--- src/rtl/layer_norm_seq_ctrl_if.sv ---
// Bundle of every non-clock/reset signal of the layer-norm sequencer.
//  slave  : controller side (layer_norm_seq_ctrl)
//  master : environment side (upstream source, ROM/datapath, downstream sink)
// Groups: run control (start, blk_first, blk_last, busy, done, cfg_err),
//         upstream stream (in_*), datapath/ROM (norm_*), output FIFO head (out_*).
interface layer_norm_seq_ctrl_if #(parameter int DW = 16);
  logic          start;
  logic [2:0]    blk_first;
  logic [2:0]    blk_last;
  logic          in_valid;
  logic [DW-1:0] in_data;
  logic          in_ready;
  logic          norm_ena;
  logic [2:0]    norm_sel;
  logic [4:0]    norm_tstep;
  logic [DW-1:0] norm_data;
  logic          norm_valid;
  logic [DW-1:0] norm_out;
  logic          out_valid;
  logic [DW-1:0] out_data;
  logic [2:0]    out_blk;
  logic [4:0]    out_tstep;
  logic          out_ready;
  logic          busy;
  logic          done;
  logic          cfg_err;

  modport slave (
    input  start, blk_first, blk_last, in_valid, in_data, norm_out, out_ready,
    output in_ready, norm_ena, norm_sel, norm_tstep, norm_data, norm_valid,
           out_valid, out_data, out_blk, out_tstep, busy, done, cfg_err
  );

  modport master (
    output start, blk_first, blk_last, in_valid, in_data, norm_out, out_ready,
    input  in_ready, norm_ena, norm_sel, norm_tstep, norm_data, norm_valid,
           out_valid, out_data, out_blk, out_tstep, busy, done, cfg_err
  );
endinterface

--- src/rtl/layer_norm_seq_ctrl.sv ---
// Sequencer for the spiking layer-norm datapath.
// Walks blocks blk_first..blk_last; per block accepts T_STEPS upstream spike
// vectors, issues ROM block/time-step address on each accepted beat, delays
// the vector ROM_LAT cycles so it meets the ROM output at the datapath, and
// captures the datapath result into a 2-entry output FIFO.
// Ports: clk, rst (sync, active-high), bus (layer_norm_seq_ctrl_if.slave):
//  start/blk_first/blk_last in, busy/done/cfg_err out; in_valid/in_data in,
//  in_ready out; norm_ena/sel/tstep/data/valid out, norm_out in;
//  out_valid/data/blk/tstep out, out_ready in.
module layer_norm_seq_ctrl #(
  parameter int DW         = 16,
  parameter int T_STEPS    = 30,
  parameter int NUM_BLOCKS = 6,
  parameter int ROM_LAT    = 1
) (
  input  logic                 clk,
  input  logic                 rst,
  layer_norm_seq_ctrl_if.slave bus
);

  typedef enum logic [1:0] {IDLE, RUN, DRAIN, DONE} state_t;

  typedef struct packed {
    logic [DW-1:0] data;
    logic [2:0]    blk;
    logic [4:0]    tstep;
  } beat_t;

  state_t      state, state_nxt;
  logic [2:0]  cur_blk, last_blk;
  logic [4:0]  tstep;
  logic        cfg_err;

  // vld_pipe[ROM_LAT] is the beat reaching the datapath this cycle
  logic [ROM_LAT:1] vld_pipe;
  beat_t            beat_pipe [1:ROM_LAT];

  beat_t       fifo_mem [2];
  logic        rd_ptr, wr_ptr;
  logic [1:0]  fifo_cnt;

  logic        accept, push, pop, last_beat, cfg_bad, start_ok;
  logic [2:0]  inflight;
  logic [3:0]  occ;

  assign pop       = (fifo_cnt != 2'd0) & bus.out_ready;
  assign push      = vld_pipe[ROM_LAT];
  assign cfg_bad   = (bus.blk_first > bus.blk_last) || (32'(bus.blk_last) >= NUM_BLOCKS);
  assign start_ok  = (state == IDLE) & bus.start & ~cfg_bad;

  always_comb begin
    inflight = '0;
    for (int i = 1; i <= ROM_LAT; i++) inflight = inflight + 3'(vld_pipe[i]);
  end

  // Credit: every in-flight beat already owns a FIFO slot, so the FIFO can
  // never be asked to take a third entry. A pop this cycle frees one credit.
  assign occ          = {2'b0, fifo_cnt} + {1'b0, inflight};
  assign bus.in_ready = (state == RUN) && (occ < (4'd2 + {3'b0, pop}));
  assign accept       = bus.in_valid & bus.in_ready;
  assign last_beat    = accept && (cur_blk == last_blk) && (tstep == 5'(T_STEPS - 1));

  always_comb begin
    state_nxt = state;
    case (state)
      IDLE:  if (start_ok) state_nxt = RUN;
      RUN:   if (last_beat) state_nxt = DRAIN;
      // move on when the FIFO will be empty after this edge, so done lands
      // the cycle right after the final pop
      DRAIN: if (inflight == 3'd0 && fifo_cnt == {1'b0, pop}) state_nxt = DONE;
      DONE:  state_nxt = IDLE;
      default: state_nxt = IDLE;
    endcase
  end

  always_ff @(posedge clk) begin
    if (rst) state <= IDLE;
    else     state <= state_nxt;
  end

  always_ff @(posedge clk) begin
    if (rst) begin
      cur_blk  <= '0;
      last_blk <= '0;
      tstep    <= '0;
      cfg_err  <= 1'b0;
    end else begin
      if ((state == IDLE) && bus.start) cfg_err <= cfg_bad;
      if (start_ok) begin
        cur_blk  <= bus.blk_first;
        last_blk <= bus.blk_last;
        tstep    <= '0;
      end else if (accept) begin
        if (tstep == 5'(T_STEPS - 1)) begin
          tstep   <= '0;
          cur_blk <= cur_blk + 3'd1;
        end else begin
          tstep <= tstep + 5'd1;
        end
      end
    end
  end

  always_ff @(posedge clk) begin
    if (rst) begin
      vld_pipe <= '0;
      for (int i = 1; i <= ROM_LAT; i++) beat_pipe[i] <= '0;
    end else begin
      vld_pipe[1]  <= accept;
      beat_pipe[1] <= '{data: bus.in_data, blk: cur_blk, tstep: tstep};
      for (int i = 2; i <= ROM_LAT; i++) begin
        vld_pipe[i]  <= vld_pipe[i-1];
        beat_pipe[i] <= beat_pipe[i-1];
      end
    end
  end

  // Push+pop at count 2 writes the slot being read out; the head value
  // seen this cycle is the old one, and rd_ptr moves off it at the edge.
  always_ff @(posedge clk) begin
    if (rst) begin
      fifo_mem[0] <= '0;
      fifo_mem[1] <= '0;
      rd_ptr      <= 1'b0;
      wr_ptr      <= 1'b0;
      fifo_cnt    <= '0;
    end else begin
      if (push) begin
        fifo_mem[wr_ptr] <= '{data: bus.norm_out, blk: beat_pipe[ROM_LAT].blk,
                              tstep: beat_pipe[ROM_LAT].tstep};
        wr_ptr <= ~wr_ptr;
      end
      if (pop) rd_ptr <= ~rd_ptr;
      fifo_cnt <= fifo_cnt + {1'b0, push} - {1'b0, pop};
    end
  end

  assign bus.norm_ena   = accept;
  assign bus.norm_sel   = cur_blk;
  assign bus.norm_tstep = tstep;
  assign bus.norm_valid = vld_pipe[ROM_LAT];
  assign bus.norm_data  = beat_pipe[ROM_LAT].data;
  assign bus.out_valid  = (fifo_cnt != 2'd0);
  assign bus.out_data   = fifo_mem[rd_ptr].data;
  assign bus.out_blk    = fifo_mem[rd_ptr].blk;
  assign bus.out_tstep  = fifo_mem[rd_ptr].tstep;
  assign bus.busy       = (state != IDLE);
  assign bus.done       = (state == DONE);
  assign bus.cfg_err    = cfg_err;

endmodule

--- src/flat_wrapper.sv ---
// flat-port wrapper written by rule: the top's interface ports become plain ports
module layer_norm_seq_ctrl_flat 
#(
  parameter int DW         = 16,
  parameter int T_STEPS    = 30,
  parameter int NUM_BLOCKS = 6,
  parameter int ROM_LAT    = 1
)
  (clk, rst, bus_start, bus_blk_first, bus_blk_last, bus_in_valid, bus_in_data, bus_norm_out, bus_out_ready, bus_in_ready, bus_norm_ena, bus_norm_sel, bus_norm_tstep, bus_norm_data, bus_norm_valid, bus_out_valid, bus_out_data, bus_out_blk, bus_out_tstep, bus_busy, bus_done, bus_cfg_err);
  layer_norm_seq_ctrl_if #(.DW(DW)) bus_i ();
  input  logic clk;
  input  logic rst;
  input wire logic [$bits(bus_i.start)-1:0] bus_start;
  input wire logic [$bits(bus_i.blk_first)-1:0] bus_blk_first;
  input wire logic [$bits(bus_i.blk_last)-1:0] bus_blk_last;
  input wire logic [$bits(bus_i.in_valid)-1:0] bus_in_valid;
  input wire logic [$bits(bus_i.in_data)-1:0] bus_in_data;
  input wire logic [$bits(bus_i.norm_out)-1:0] bus_norm_out;
  input wire logic [$bits(bus_i.out_ready)-1:0] bus_out_ready;
  output wire logic [$bits(bus_i.in_ready)-1:0] bus_in_ready;
  output wire logic [$bits(bus_i.norm_ena)-1:0] bus_norm_ena;
  output wire logic [$bits(bus_i.norm_sel)-1:0] bus_norm_sel;
  output wire logic [$bits(bus_i.norm_tstep)-1:0] bus_norm_tstep;
  output wire logic [$bits(bus_i.norm_data)-1:0] bus_norm_data;
  output wire logic [$bits(bus_i.norm_valid)-1:0] bus_norm_valid;
  output wire logic [$bits(bus_i.out_valid)-1:0] bus_out_valid;
  output wire logic [$bits(bus_i.out_data)-1:0] bus_out_data;
  output wire logic [$bits(bus_i.out_blk)-1:0] bus_out_blk;
  output wire logic [$bits(bus_i.out_tstep)-1:0] bus_out_tstep;
  output wire logic [$bits(bus_i.busy)-1:0] bus_busy;
  output wire logic [$bits(bus_i.done)-1:0] bus_done;
  output wire logic [$bits(bus_i.cfg_err)-1:0] bus_cfg_err;
  assign bus_i.start = bus_start;
  assign bus_i.blk_first = bus_blk_first;
  assign bus_i.blk_last = bus_blk_last;
  assign bus_i.in_valid = bus_in_valid;
  assign bus_i.in_data = bus_in_data;
  assign bus_i.norm_out = bus_norm_out;
  assign bus_i.out_ready = bus_out_ready;
  assign bus_in_ready = bus_i.in_ready;
  assign bus_norm_ena = bus_i.norm_ena;
  assign bus_norm_sel = bus_i.norm_sel;
  assign bus_norm_tstep = bus_i.norm_tstep;
  assign bus_norm_data = bus_i.norm_data;
  assign bus_norm_valid = bus_i.norm_valid;
  assign bus_out_valid = bus_i.out_valid;
  assign bus_out_data = bus_i.out_data;
  assign bus_out_blk = bus_i.out_blk;
  assign bus_out_tstep = bus_i.out_tstep;
  assign bus_busy = bus_i.busy;
  assign bus_done = bus_i.done;
  assign bus_cfg_err = bus_i.cfg_err;
  layer_norm_seq_ctrl #(.DW(DW), .T_STEPS(T_STEPS), .NUM_BLOCKS(NUM_BLOCKS), .ROM_LAT(ROM_LAT)) u_core (.clk(clk), .rst(rst), .bus(bus_i));
endmodule
--- config.mk ---
export PLATFORM = sky130hd
export DESIGN_NAME = layer_norm_seq_ctrl_flat
export DESIGN_NICKNAME = d
export VERILOG_FILES = /design/src/rtl/layer_norm_seq_ctrl_if.sv /design/src/rtl/layer_norm_seq_ctrl.sv /design/src/flat_wrapper.sv
export SDC_FILE = /design/constraint.sdc
export NUM_CORES = 1
export LEC_CHECK = 0
export ABC_AREA = 1
export CAP_MARGIN = 10
export CORE_MARGIN = 2
export CORE_UTILIZATION = 30
export DETAILED_ROUTE_END_ITERATION = 8
export GPL_TIMING_DRIVEN = 1
export HOLD_SLACK_MARGIN = 0.12
export PLACE_DENSITY_LB_ADDON = 0.15
export SLEW_MARGIN = 40
export SYNTH_ARGS = -nofsm -noshare
export SYNTH_HDL_FRONTEND = slang
export SYNTH_SLANG_ARGS = --single-unit
--- constraint.sdc ---
create_clock -name clk -period 6.4 [get_ports clk]
set_clock_uncertainty 0.1 [all_clocks]
set_input_delay 1.92 -clock clk [delete_from_list [all_inputs] [get_ports clk]]
set_output_delay 1.92 -clock clk [all_outputs]
set_load 0.01 [all_outputs]
* Word-level counts from Yosys, hierarchy flattened
Memories as Yosys holds them, arrays and structs flattened. A register that Yosys moved wholly into a read port is not among the register bits.
Index checks and enable logic that the tools add are counted.
** Storage, ports and cells
- Memory bits (writable) :: 72
- Word-level logic and storage cells :: 73
- Register bits after elaboration :: 19
- Memories kept :: 2
- Output and inout bits :: 55
** Memories
- u_core.fifo_mem :: words 2, width 24, rd ports 1, clocked after Yosys merged registers in 1, wr ports 2, line layer_norm_seq_ctrl.sv:38 : beat_t fifo_mem [2];
- u_core.beat_pipe :: words 1, width 24, rd ports 1, clocked after Yosys merged registers in 0, wr ports 1, line layer_norm_seq_ctrl.sv:36 : beat_t beat_pipe [1:ROM_LAT];
** Cells by class
- Eq/ne operators :: 9
- $lt $le $gt $ge :: 3
- Bitwise gates (word level) :: 8
- Reduce and logical (&&, ||, !) cells :: 16
- Muxes and demuxes :: 20
- Add/sub/neg operators :: 6
** Operators by type and width (count)
- $mux 24 :: 2
- $reduce_or 24->1 :: 1
- $mux 1 :: 10
- $mux 3 :: 3
- $pmux 2 s4 :: 1
- $reduce_bool 2->1 :: 4
- $mux 2 :: 3
- $ne 2x1->1 const B :: 3
- $add 5x1->5 const B :: 1
- $eq 5x5->1 const B :: 1
- $logic_and 1x1->1 :: 5
- $mux 5 :: 1
- $and 1x1->1 :: 4
- $eq 2x2->1 const B :: 2
- $lt 4x4->1 :: 1
- $add 2x1->3 :: 1
- $add 2x1->3 const A :: 1
- $add 3x1->3 const B :: 1
- $eq 3x3->1 :: 1
- $ge 3x3->1 const B :: 1
- $gt 3x3->1 :: 1
- $logic_not 3->1 :: 1
- $not 1->1 :: 3
- $reduce_and 3->1 :: 1
- other kinds (9) :: 9

* Longest topological paths before layout
Gate-level depths: netlist of the first run.
- Depth after elaboration :: 10
- Gate-level depth with buffers :: 12

* Least setup slack after synthesis of the first run
OpenSTA, ideal clock, no wires.
- Kind :: input to output
- Start point :: input port bus_out_ready
- End point :: output port bus_norm_ena
- Slack :: 2.029 ns
- Required time :: 4.380 ns
- Cell stages on the path :: 4
- Arrival :: 2.351 ns
- Path buffers :: 0
- Cell sequence :: nand3_4 -> a21boi_4 -> nand2_4 -> clkinv_2
** Between the ends
- Cells in the longest elaborated chain, start to end :: 5
** RTL lines
- from (decl) :: line flat_wrapper.sv:19 : input wire logic [$bits(bus_i.out_ready)-1:0] bus_out_ready;
- $and 1x1->1 :: line layer_norm_seq_ctrl.sv:46 : assign pop = (fifo_cnt != 2'd0) & bus.out_ready;
- $add 2x1->3 :: line layer_norm_seq_ctrl.sv:59 : assign bus.in_ready = (state == RUN) && (occ < (4'd2 + {3'b0, pop}));
- $lt 4x4->1 :: line layer_norm_seq_ctrl.sv:59
- $logic_and 1x1->1 :: line layer_norm_seq_ctrl.sv:59
- net bus_in_ready :: line flat_wrapper.sv:20 : output wire logic [$bits(bus_i.in_ready)-1:0] bus_in_ready;
- $and 1x1->1 :: line layer_norm_seq_ctrl.sv:60 : assign accept = bus.in_valid & bus.in_ready;
- to (decl) :: line flat_wrapper.sv:21 : output wire logic [$bits(bus_i.norm_ena)-1:0] bus_norm_ena;
The timed path passes the listed nets, and every way through them passes these cells.

* Worst setup path after layout of the first run
- Start point :: input port bus_out_ready
- End point :: output port bus_norm_ena
** Between the ends
- Cells in the longest elaborated chain, start to end :: 5
** RTL lines (line)
- $and 1x1->1 :: layer_norm_seq_ctrl.sv:46
- $add 2x1->3 :: layer_norm_seq_ctrl.sv:59
- $lt 4x4->1 :: layer_norm_seq_ctrl.sv:59
- $logic_and 1x1->1 :: layer_norm_seq_ctrl.sv:59
- $and 1x1->1 :: layer_norm_seq_ctrl.sv:60
Every way passes these cells.

==> results of run 1 <==
## final cells by class
class / instances / area share (%)
Tap cell: 176 / 4.07
Timing Repair Buffer: 100 / 18.4
Clock inverter: 7 / 1.92
Inverter: 71 / 4.95
Sequential cell: 92 / 43.0
Clock buffer: 9 / 4.17
Multi-Input combinational cell: 200 / 23.5
## cell families (layout without fill, tap and decap cells)
kind of cell / after synthesis / in the layout / share of synthesized area [%]
AND/OR/NAND/NOR: 125 / 125 / 13.9
XOR/XNOR: 8 / 8 / 1.74
adder cells (fa/ha/maj): 15 / 15 / 4.66
buffers and inverters: 98 / 187 / 10.9
flip-flops: 92 / 92 / 57.6
AO/OA/AOI/OAI: 28 / 28 / 4.44
multiplexers: 24 / 24 / 6.71
## power groups by stage
stage                     registers [µW]  clock network (µW)  logic [µW]
after detailed placement             739                   0         431
after global routing                 733                 625         470
after global placement               736                   0         427
after floorplan                      713                   0         270
after CTS                            726                 596         434
final                                722                 578         426
## metrics by stage
stage / total power, µW / worst slack [ns]
final: 1730 / 0.934
after global placement: 1160 / 0.926
after CTS: 1760 / 0.903
after floorplan: 983 / 2.03
after global routing: 1830 / 0.829
after detailed placement: 1170 / 0.911
## per-layer routing
layer	vias to the layer above	wire length, µm	global-route usage, %
li1	1380	-	-
met3	8	488	3.09
met5	-	0	0
met2	76	3690	18.7
met4	0	95	4.19
met1	1234	3600	14.7
## registers in the layout, summed over array words and instances, names as in the netlist, named ones only
name,count
u_core.bus.norm_valid,1
u_core.state,2
u_core.bus.cfg_err,1
u_core.wr_ptr,1
u_core.fifo_cnt,2
u_core.rd_ptr,1
u_core.bus.norm_sel,3
u_core.bus.norm_tstep,5
u_core.beat_pipe,24
u_core.fifo_mem,48
u_core.last_blk,3
## final timing paths
path	cells past startpoint	slack, ns	end
setup / recovery	6	0.93	bus_norm_ena
hold / removal	1	0.35	flip-flop
setup reg to reg	5	4.50	u_core.fifo_mem[0][9]$_SDFFCE_PN0P_
hold reg to reg	1	0.35	flip-flop
## worst register-to-register path, delay by kind of cell (launching register included)
family	cells	cell delay (ns)
buf+inv	2	0.35
simple gates	3	0.64
flops	1	0.43
## cell usage in the layout (no fill, tap or decap), types with 2 or more instances in the layout
cell	count
sky130_fd_sc_hd__clkdlybuf4s50_1	97
sky130_fd_sc_hd__nor2_1	83
sky130_fd_sc_hd__inv_1	69
sky130_fd_sc_hd__edfxtp_1	48
sky130_fd_sc_hd__dfxtp_1	43
sky130_fd_sc_hd__mux2_2	24
sky130_fd_sc_hd__nand2_1	19
sky130_fd_sc_hd__ha_1	15
sky130_fd_sc_hd__a21oi_1	12
sky130_fd_sc_hd__nand3_1	10
sky130_fd_sc_hd__o21ai_0	10
sky130_fd_sc_hd__clkbuf_16	9
sky130_fd_sc_hd__xnor2_1	4
sky130_fd_sc_hd__xor2_1	4
sky130_fd_sc_hd__inv_6	4
sky130_fd_sc_hd__nor2_2	3
sky130_fd_sc_hd__nand2_2	3
sky130_fd_sc_hd__buf_4	3
sky130_fd_sc_hd__nand2_4	2
sky130_fd_sc_hd__nand3_4	2
sky130_fd_sc_hd__o211ai_1	2
sky130_fd_sc_hd__bufinv_16	2
==> run summary, run 1 <==
The instance area after placement is 5080 µm². Once placement completed, the tool counted placed cells totaling 639. The top cell type's share of synthesized area is 35.8%. The worst ir drop on vdd was 0.000123 V. The clock reaches the later pin of the worst-skew pair after 0.33 ns. Power density over the cells: 319 nW/µm².

The initialized floorplan defines 42 standard-cell rows. After detailed routing, the total wire length is 7.88 mm. Critical path class: input port to output pin.

In this run the static leakage power is 0.00224 µW. Number of enable-type register cells in the synthesized netlist: 48. TritonCTS built the clock tree. STA classifies the critical path startpoint as an input port. For this design the total switching power over the nets is 479 µW.

The height of the chip was 120 µm. The fraction of final layout cells sized beyond drive strength 1 was 12.7%. In this run, distinct cell masters in the synthesized netlist total 30. The logs give 33.5% for the clock network fraction of total power and 5.41 mm for the final HPWL from detailed placement. The portion of total power attributed to sequential cells was 41.8%. In this run, synthesis produced a sequential element count of 92. The count of nets left with antenna violations once routing finished came out at 0.

In the post-synthesis netlist, the cell with the most instances is sky130_fd_sc_hd__nor2_1. The critical path starts at bus_out_ready. The switching power as a share of total power came out at 27.7%.

The Yosys step of the flow raised 0 warnings. At the worst endpoint, the arrival time is 3.45 ns. The critical-path cell with the highest stage delay is sky130_fd_sc_hd__clkdlybuf4s50_1. The x dimension of the die is 120 µm, and the number of port buffers is 97. The finished layout holds 655 standard cells, fillers aside.

The flow ran to the end, and the final reports show no timing, DRC or antenna violations. The number of diodes was 0; the first-pass GRT wire length was 13.2 mm. For the number of antenna violations at the first check in global routing, the log shows 0. The number of vias per cell is 4.12.

The cell with the most instances on the worst path was sky130_fd_sc_hd__clkdlybuf4s50_1. In this run, CTS created clock tree buffers numbering 9. Setup repair after global routing left no endpoint under its margin. Adding up every negative setup slack in the final design gives 0 ns.

The internal power consumption was 1250 µW; the final-report max-slew violation count was 0. At the end of routability-driven placement, the weighted congestion stood at 0.690. The mean cell area of the mapped netlist works out to 10.3 µm².

After routing the design area is 5410 µm². The logs give 2711 for the via count of the first global-routing pass and 24.7% for the combinational fraction of design power. Class of the most critical hold timing path: flip-flop to flip-flop. The standard cell core area was 13200 µm²; the number of buffers and inverters on the critical path was 3. The count of hold buffers inserted by post-cts repair came out at 0. The buffer count from post-CTS setup fixing is 0, and the total area of multi-input combinational cells is 1270 µm².

The maximum number of pins on one net before global-route repair is 29. For this run, the leading register cell type out of synthesis is sky130_fd_sc_hd__edfxtp_1. The number of endpoints failing setup at the final stage was 0. For the worst hold margin, the log shows 0.348 ns. Netlist area before placement: 4030 µm².

For this run, the share of the core covered by cells in the final layout is 41.0%. The share of the cycle needed by the critical path after routing is 85.4%, and the hold violation count in the final report is 0. The worst pin sits at a relative slew slack of 58.4%. The H-tree was split into 3 levels. The worst setup path is captured at an output pin. Summed over all layers, the global routing overflow is 0. For this configuration, the core starts out at a cell density of 30.5%. The floorplan step defined a die boundary enclosing 14400 µm².

The tools report the CTS sink count as 92. In the global route stage, overall resource usage came out at 11.5%. After clock tree synthesis, the repair step resized 0 gates. The number of nets handed over by synthesis was 448. In the final routed layout, each cell accounts on average for 12.0 µm. For this run, the top clock speed supported by timing is 0.183 GHz. The tree is rooted in a sky130_fd_sc_hd__clkbuf_16. Max-cap violations in this run came to 0. The first TritonRoute pass finished after 4 iterations. During I/O placement, the number of pins put on the boundary was 98. Slew at the pin closest to its max-slew limit: 0.621 ns. The area added between synthesis and finish works out to 34.2%. The worst hold path begins at u_core.rd_ptr$_SDFFE_PP0P_. After synthesis, flip-flops and latches occupy 57.6% of the total area. In this run the critical register-to-register path is launched from u_core.bus.norm_valid$_SDFF_PP0_.

The dominant cell type by area after synthesis is sky130_fd_sc_hd__edfxtp_1. Final layout net count: 532. Clock-pin slew was measured on the worst setup and hold paths at 0.07 ns. The worst path in the final design needs a cycle of 5.47 ns, including I/O delays and setup. Traced cell by cell, the critical path runs through clkdlybuf4s50_1 -> nand3_4 -> a21boi_4 -> nand2_4 -> clkinv_2 -> clkdlybuf4s50_1. On the worst path, the slowest cell contributes a delay of 0.55 ns. By area the synthesized netlist is led by sky130_fd_sc_hd__edfxtp_1 (36%), sky130_fd_sc_hd__dfxtp_1 (22%), sky130_fd_sc_hd__nor2_1 (7.7%).

STA puts the critical path data required time at 4.38 ns. The detailed router's first-iteration violation count was 91; the deepest clock path buffer count was 2. Counting every instance in the synthesized netlist gives 390. The fraction of synthesis flops using an asynchronous set or reset pin is 0%.

Grouping stages by cell kind, the critical path spends the most delay in buffers and inverters. After synthesis, the most frequently instantiated cells are sky130_fd_sc_hd__nor2_1 (83), sky130_fd_sc_hd__inv_1 (69), sky130_fd_sc_hd__edfxtp_1 (48). After detailed routing, the number of remaining DRC violations is 0.

For the sequential cell area, the log shows 2320 µm². Of all nets on the critical path, the largest fanout is 5. The layout has 1313 filler cells. The routed layout has 2698 vias.
(Power assumes the default switching activity.)
==> run 2: changes to the inputs <==
--- a/config.mk
+++ b/config.mk
@@ -10,6 +10,7 @@
 export CORE_MARGIN = 2
 export CORE_UTILIZATION = 30
 export DETAILED_ROUTE_END_ITERATION = 8
+export DONT_BUFFER_PORTS = 1
 export GPL_TIMING_DRIVEN = 1
 export HOLD_SLACK_MARGIN = 0.12
 export PLACE_DENSITY_LB_ADDON = 0.15
==> run 2 against run 1 <==
Critical path depth decreased by 2. First-iteration DRC count decreased by 7.7%. Total power decreased by 8.6%.
==> run summary, run 2 (synthesized netlist as in run 1, its figures left out) <==
The power density over the cells was 358 nW/µm² (was 319 nW/µm²); the H-tree depth was 3 (unchanged). Minimum period implied by the final worst setup slack: 4.45 ns (was 5.47 ns). The number of flip-flops under the largest register name works out to 48 (unchanged). The max capacitance violation total was 0 (unchanged). For the data arrival time of the critical path, the log shows 2.43 ns (was 3.45 ns).

The number of placement rows is 42 (unchanged). The class of the most critical hold timing path was flip-flop to flip-flop (unchanged). The setup TNS is 0 ns (unchanged).

Setup repair after global routing left no endpoint under its margin. The run gives 13200 µm² (unchanged) as the standard cell core area. The tools report the first-pass GRT wire length as 12.0 mm (was 13.2 mm).

The last element of the critical path was bus_norm_ena (unchanged). The full die area was 14400 µm² (unchanged). The count of hold buffers inserted by post-cts repair came out at 0 (unchanged).

The TritonCTS buffer count is 9 (unchanged). The fraction of final layout cells sized beyond drive strength 1 was 15.3% (was 12.7%). The CTS sink count came out at 92 (unchanged). The critical path class is input port to output pin (unchanged). Start point of the critical path: bus_out_ready (unchanged).

The area added between synthesis and finish came out at 9.50% (was 34.2%). The tools report the buffer cell driving the clock tree root as sky130_fd_sc_hd__clkbuf_16 (unchanged). The tools report the number of optimization iterations in the first detailed-route pass as 4 (unchanged).

The tools report the latest clock arrival within the worst-skew pair as 0.34 ns (was 0.33 ns). Family with the most delay on the worst path: compound AO/OA/AOI/OAI gates (was buffers and inverters). The hold violation count in the final report is 0 (unchanged).

The final estimated routing congestion in global placement came out at 0.713 (was 0.690). The logic depth of the worst path, buffers included is 4 (was 6). The tools report the I/O pin count as 98 (unchanged). The deepest clock path buffer count was 2 (unchanged); the peak clock frequency supported by timing was 0.225 GHz (was 0.183 GHz). The run gives 7.37 mm (was 7.88 mm) as the total wire length. The detailed router's first-iteration violation count came out at 84 (was 91). Commonest cells after routing, fill and taps aside: sky130_fd_sc_hd__nor2_1 (83), sky130_fd_sc_hd__inv_1 (69), sky130_fd_sc_hd__edfxtp_1 (48) (was sky130_fd_sc_hd__clkdlybuf4s50_1 (97), sky130_fd_sc_hd__nor2_1 (83), sky130_fd_sc_hd__inv_1 (69)). The x dimension of the die is 120 µm (unchanged), and the maximum number of pins on one net before global-route repair is 29 (unchanged). Number of gates given a new drive strength after cts: 0 (unchanged). Element type at the critical path end: an output pin (unchanged). The logs give 0 (unchanged) for the DRC violation count after routing and 1348 (was 1313) for the count of fill cells added during filler insertion. The flow ran to the end, and the final reports show no timing, DRC or antenna violations. The clock transition at the register clock pins on the worst setup and hold paths after CTS came out at 0.07 ns (about the same). Setup slack on the worst flop-to-flop path: 4.27 ns (was 4.50 ns). The most common cell after layout, fill and taps aside was sky130_fd_sc_hd__nor2_1 (was sky130_fd_sc_hd__clkdlybuf4s50_1). The slew at the pin closest to its max-slew limit works out to 0.607 ns (was 0.621 ns).

Overall routing resource usage: 10.8% (was 11.5%). The most flop-heavy register was u_core.fifo_mem (unchanged). Cells along the critical path: nand3_4 -> a21boi_4 -> nand2_4 -> clkinv_2 (was clkdlybuf4s50_1 -> nand3_4 -> a21boi_4 -> nand2_4 -> clkinv_2 -> clkdlybuf4s50_1). For the final-report max-slew violation count, the log shows 0 (unchanged).

The biggest fanout along the worst timing path was 5 (unchanged); the number of endpoints failing setup at the final stage was 0 (unchanged). The final antenna-violating net count was 0 (unchanged). The height of the chip was 120 µm (unchanged); the share of the cycle needed by the critical path after routing was 69.5% (was 85.4%). The tools report the total congestion overflow after global routing as 0 (unchanged).

The destination of the worst register-to-register timing path was u_core.fifo_mem[0][6]$_SDFFCE_PN0P_ (was u_core.fifo_mem[0][9]$_SDFFCE_PN0P_). The number of antenna violations at the first check in global routing was 0 (unchanged). The startpoint kind of the worst setup timing path was an input port (unchanged). The delay contributed by the slowest stage of the critical path was 0.21 ns (was 0.55 ns); the logic depth of the worst register-to-register path was 4 (was 5). The run gives 0.000120 V (was 0.000123 V) as the worst ir drop on vdd.

For the via count of the first global-routing pass, the log shows 2292 (was 2711). For the number of diodes, the log shows 0 (unchanged). Critical-path cell with the highest stage delay: sky130_fd_sc_hd__a21boi_4 (was sky130_fd_sc_hd__clkdlybuf4s50_1). The total design power came out at 1580 µW (was 1730 µW). The average detailed-routed wire length per instance was 13.3 µm (was 12.0 µm). Number of port buffers: 0 (was 97). The logs give 0 (unchanged) for the buffer count from post-CTS setup fixing and 4.38 ns (about the same) for the required time reported for the critical path endpoint. The number of vias per cell works out to 4.14 (was 4.12).

The beginning of the worst register-to-register path was u_core.bus.norm_valid$_SDFF_PP0_ (unchanged). The run gives 30.5% (unchanged) as the starting utilization of the core area. The logs give 5.17 mm (was 5.41 mm) for the final HPWL from detailed placement and 0.00185 µW (was 0.00224 µW) for the leakage dissipation.

TritonCTS built the clock tree. The max-slew headroom at the worst pin was 59.4% (was 58.4%); the number of buffers and inverters on the critical path was 1 (was 3). The run gives 2302 (was 2698) as the total vias in the final route. For the final layout net count, the log shows 433 (was 532).
==> run 2: cell count changes in the layout (fill, tap and decap cells not counted) <==
cell,before,now
sky130_fd_sc_hd__clkinv_1,0,1
sky130_fd_sc_hd__clkbuf_1,0,1
sky130_fd_sc_hd__inv_6,4,0
sky130_fd_sc_hd__buf_4,3,1
sky130_fd_sc_hd__clkinvlp_4,0,1
sky130_fd_sc_hd__clkdlybuf4s50_1,97,0
sky130_fd_sc_hd__clkinv_4,1,2
sky130_fd_sc_hd__nand2_2,3,4
sky130_fd_sc_hd__nand2_1,19,18
==> run 2: layout make-up <==
| type | instances | area [µm²] | share of cell area [%] |
|---|---|---|---|
| clock buffers | 10 | 229 | 5.19 |
| clock inverters | 6 | 88.8 | 2.01 |
| flip-flops and latches | 92 | 2320 | 52.7 |
| well taps | 176 | 220 | 4.99 |
| inverters | 71 | 268 | 6.07 |
| multi-input cells | 200 | 1270 | 28.9 |
| repair buffers | 1 | 7.51 | 0.170 |
==> run 2: per-layer routing <==
layer / global-route usage, % / part of all wire [%]
met1: 13.7 / 47
met4: 3.75 / 0.75
met2: 16.4 / 45
met5: 0 / 0
met3: 4.85 / 7.4
==> run 2: report_power, final <==
part           switching, µW  leakage [µW]  internal (µW)
logic                    167      0.000846            115
clock network            221      0.000150            342
registers               60.4      0.000858            672
==> run 2: how the worst min path moves through the flow <==
stage,from,to,depth (start not counted)
finish,u_core.rd_ptr$_SDFFE_PP0P_,flip-flop,1
global placement,u_core.rd_ptr$_SDFFE_PP0P_,u_core.rd_ptr$_SDFFE_PP0P_,1
CTS,u_core.rd_ptr$_SDFFE_PP0P_,flip-flop,1
detailed placement,u_core.rd_ptr$_SDFFE_PP0P_,flip-flop,1
floorplan,u_core.rd_ptr$_SDFFE_PP0P_,flip-flop,1
global route,u_core.rd_ptr$_SDFFE_PP0P_,flip-flop,1
==> run 2: metrics by stage <==
step | hold slack, ns | utilization [%] | setup slack (ns) | instance area, µm² | cells
after floorplan | 0.326 | - | 2.03 | 4030 | 390
after global placement | 0.337 | 31.0 | 1.96 | 4090 | 540
after detailed placement | 0.340 | 31.0 | 1.95 | 4090 | 540
after CTS | 0.354 | 33.4 | 1.95 | 4410 | 556
after global routing | 0.396 | 33.4 | 1.91 | 4410 | 556
final | 0.351 | 33.4 | 1.95 | 4410 | 556
==> run 3: changes to the inputs <==
==> constraint.sdc (replaced) <==
create_clock -name clk -period 4.2 [get_ports clk]
set_clock_uncertainty 0.1 [all_clocks]
set_input_delay 1.26 -clock clk [delete_from_list [all_inputs] [get_ports clk]]
set_output_delay 1.26 -clock clk [all_outputs]
set_load 0.01 [all_outputs]
==> run 3 against run 2 <==
Sequential power is 49% higher. Hold slack improved by 0.0069 ns. Final cell count up 0.72%. Clock power is 55% higher. Total power is 54% higher. Wire length increased by 4.2%. Largest cell class unchanged.
==> run summary, run 3 (synthesized netlist as in run 1, its figures left out) <==
The number of endpoints failing setup at the final stage came out at 0 (unchanged). The fraction of final layout cells sized beyond drive strength 1 is 15.4% (was 15.3%), and the maximum number of pins on one net before global-route repair is 29 (unchanged). The final antenna-violating net count is 0 (unchanged), and the number of gates given a new drive strength after cts is 0 (unchanged).

The beginning of the worst register-to-register path is u_core.bus.norm_valid$_SDFF_PP0_ (unchanged). The height of the chip came out at 120 µm (unchanged). For the number of diodes, the log shows 0 (unchanged).

Clock transition at the register clock pins on the worst setup and hold paths after CTS: 0.07 ns (about the same). The tools report the destination of the worst register-to-register timing path as u_core.bus.norm_tstep[2]$_SDFFE_PP0P_ (was u_core.fifo_mem[0][6]$_SDFFCE_PN0P_). Critical-path cell with the highest stage delay: sky130_fd_sc_hd__dfxtp_1 (was sky130_fd_sc_hd__a21boi_4). The tools report the startpoint kind of the worst setup timing path as a flip-flop (was an input port). The tools report the leakage dissipation as 0.00189 µW (was 0.00185 µW). The buffer cell driving the clock tree root was sky130_fd_sc_hd__clkbuf_16 (unchanged). TritonCTS built the clock tree.

The most common cell after layout, fill and taps aside was sky130_fd_sc_hd__nor2_1 (unchanged). The run gives 0.729 (was 0.713) as the final estimated routing congestion in global placement. The number of flip-flops under the largest register name came out at 48 (unchanged). The tools report the starting utilization of the core area as 30.5% (unchanged).

The run finished with clean final reports. The delay contributed by the slowest stage of the critical path was 0.39 ns (was 0.21 ns); the TritonCTS buffer count was 9 (unchanged). The run gives 0.000183 V (was 0.000120 V) as the worst ir drop on vdd.

Buffer count from post-CTS setup fixing: 0 (unchanged). The total congestion overflow after global routing was 0 (unchanged). Number of buffers and inverters on the critical path: 1 (unchanged). The cell that appears most often on the critical path is sky130_fd_sc_hd__ha_1.

The logs give 0 (unchanged) for the DRC violation count after routing and 437 (was 433) for the final layout net count. The most flop-heavy register is u_core.fifo_mem (unchanged). The CTS sink count was 92 (unchanged); the overall routing resource usage was 11.5% (was 10.8%).

Minimum period implied by the final worst setup slack: 3.16 ns. For the first-pass GRT wire length, the log shows 12.6 mm (was 12.0 mm). Element type at the critical path end: an output pin (unchanged).

The number of antenna violations at the first check in global routing was 0 (unchanged); the detailed router's first-iteration violation count was 76 (was 84). The last element of the critical path was bus_norm_ena (unchanged). The slew at the pin closest to its max-slew limit came out at 0.499 ns (was 0.607 ns). Biggest fanout along the worst timing path: 5 (unchanged). The required time reported for the critical path endpoint was 2.84 ns (was 4.38 ns); the H-tree depth was 3 (unchanged). Cells along the critical path: ha_1 -> ha_1 -> nor2_2 -> a21boi_4 -> nand2_4 -> clkinv_2 (was nand3_4 -> a21boi_4 -> nand2_4 -> clkinv_2).

The max capacitance violation total was 0 (unchanged); the x dimension of the die was 120 µm (unchanged). The logs give 2424 (was 2292) for the via count of the first global-routing pass and 2 (unchanged) for the deepest clock path buffer count. Area added between synthesis and finish: 10.4% (was 9.50%).

The hold violation count in the final report came out at 0 (unchanged). Logic depth of the worst register-to-register path: 9 (was 4). The family with the most delay on the worst path is adder cells (was compound AO/OA/AOI/OAI gates). The final HPWL from detailed placement was 5.09 mm (was 5.17 mm); the total design power was 2430 µW (was 1580 µW).

The run gives 4 (unchanged) as the number of optimization iterations in the first detailed-route pass. The max-slew headroom at the worst pin came out at 66.7% (was 59.4%). Class of the most critical hold timing path: flip-flop to flip-flop (unchanged). The run gives 14400 µm² (unchanged) as the full die area. Derived from the worst setup path, the maximum achievable clock frequency is 0.317 GHz. The share of the cycle needed by the critical path after routing was 75.2%; the count of hold buffers inserted by post-cts repair was 0 (unchanged). The I/O pin count came out at 98 (unchanged).

The run gives 1.80 ns (was 2.43 ns) as the data arrival time of the critical path. The number of vias per cell came out at 4.20 (was 4.14). The total wire length came out at 7.68 mm (was 7.37 mm).

The number of port buffers came out at 0 (unchanged). The average detailed-routed wire length per instance is 13.7 µm (was 13.3 µm), and the final-report max-slew violation count is 0 (unchanged). The final standard cell utilization of the core was 33.7% (was 33.4%).

Commonest cells after routing, fill and taps aside: sky130_fd_sc_hd__nor2_1 (83), sky130_fd_sc_hd__inv_1 (70), sky130_fd_sc_hd__edfxtp_1 (48) (was sky130_fd_sc_hd__nor2_1 (83), sky130_fd_sc_hd__inv_1 (69), sky130_fd_sc_hd__edfxtp_1 (48)). For the total vias in the final route, the log shows 2352 (was 2302). The run gives 0 ns (unchanged) as the setup TNS.

Setup repair after global routing left no endpoint under its margin. The standard cell core area came out at 13200 µm² (unchanged). The critical path class was flip-flop to output pin (was input port to output pin).

The number of placement rows was 42 (unchanged). The logic depth of the worst path, buffers included came out at 6 (was 4). The start point of the critical path was u_core.bus.norm_valid$_SDFF_PP0_ (was bus_out_ready). The power density over the cells was 546 nW/µm² (was 358 nW/µm²); the latest clock arrival within the worst-skew pair was 0.34 ns (about the same). Setup slack on the worst flop-to-flop path: 2.26 ns (was 4.27 ns).
-- run 3: per-layer routing --
layer	global-route usage (%)	up-vias	share of wire, %
li1	-	1195	-
met1	13.9	1065	45
met2	18.5	79	46
met3	3.99	13	7.3
met4	5.29	0	1.8
met5	0	-	0
-- run 3: final cells by class --
cell class	count	area, µm²
Fill cell	1360	8740
Sequential cell	92	2320
Multi-Input combinational cell	200	1270
Clock buffer	11	275
Inverter	71	268
Tap cell	176	220
Clock inverter	5	56.3
Timing Repair Buffer	5	37.5
-- run 3: worst reg2reg max path, delay by kind of cell, from the launching register on --
kind / cells / cell delay, ns
xor gates and xnor gates: 1 / 0.16
adders and majority gates: 2 / 0.42
DFF: 1 / 0.39
buffers and inverters: 1 / 0.12
and+or+nand+nor: 4 / 0.38
AOI/OAI and AO/OA: 1 / 0.27
-- run 3: how the worst min path moves through the flow --
stage | from | end | slack [ns] | depth (start not counted)
floorplan | u_core.rd_ptr$_SDFFE_PP0P_ | flip-flop | 0.33 | 1
global placement | u_core.rd_ptr$_SDFFE_PP0P_ | u_core.rd_ptr$_SDFFE_PP0P_ | 0.34 | 1
detailed placement | u_core.rd_ptr$_SDFFE_PP0P_ | flip-flop | 0.34 | 1
CTS | u_core.rd_ptr$_SDFFE_PP0P_ | flip-flop | 0.36 | 1
global route | u_core.rd_ptr$_SDFFE_PP0P_ | u_core.rd_ptr$_SDFFE_PP0P_ | 0.38 | 1
finish | u_core.rd_ptr$_SDFFE_PP0P_ | u_core.rd_ptr$_SDFFE_PP0P_ | 0.36 | 1
-- run 3: through the flow --
| stage | instances | area [µm²] | worst slack (ns) | hold WS (ns) |
|---|---|---|---|---|
| floorplan | 390 | 4030 | 1.15 | 0.326 |
| global placement | 544 | 4120 | 1.09 | 0.338 |
| detailed placement | 544 | 4120 | 1.08 | 0.343 |
| CTS | 560 | 4450 | 0.997 | 0.356 |
| global route | 560 | 4450 | 0.905 | 0.380 |
| finish | 560 | 4450 | 1.04 | 0.358 |
-- run 3: report_power, final --
group          switching [µW]  internal (µW)
sequential               63.3           1020
clock                     343            532
combinational             285            181
total                     691           1740
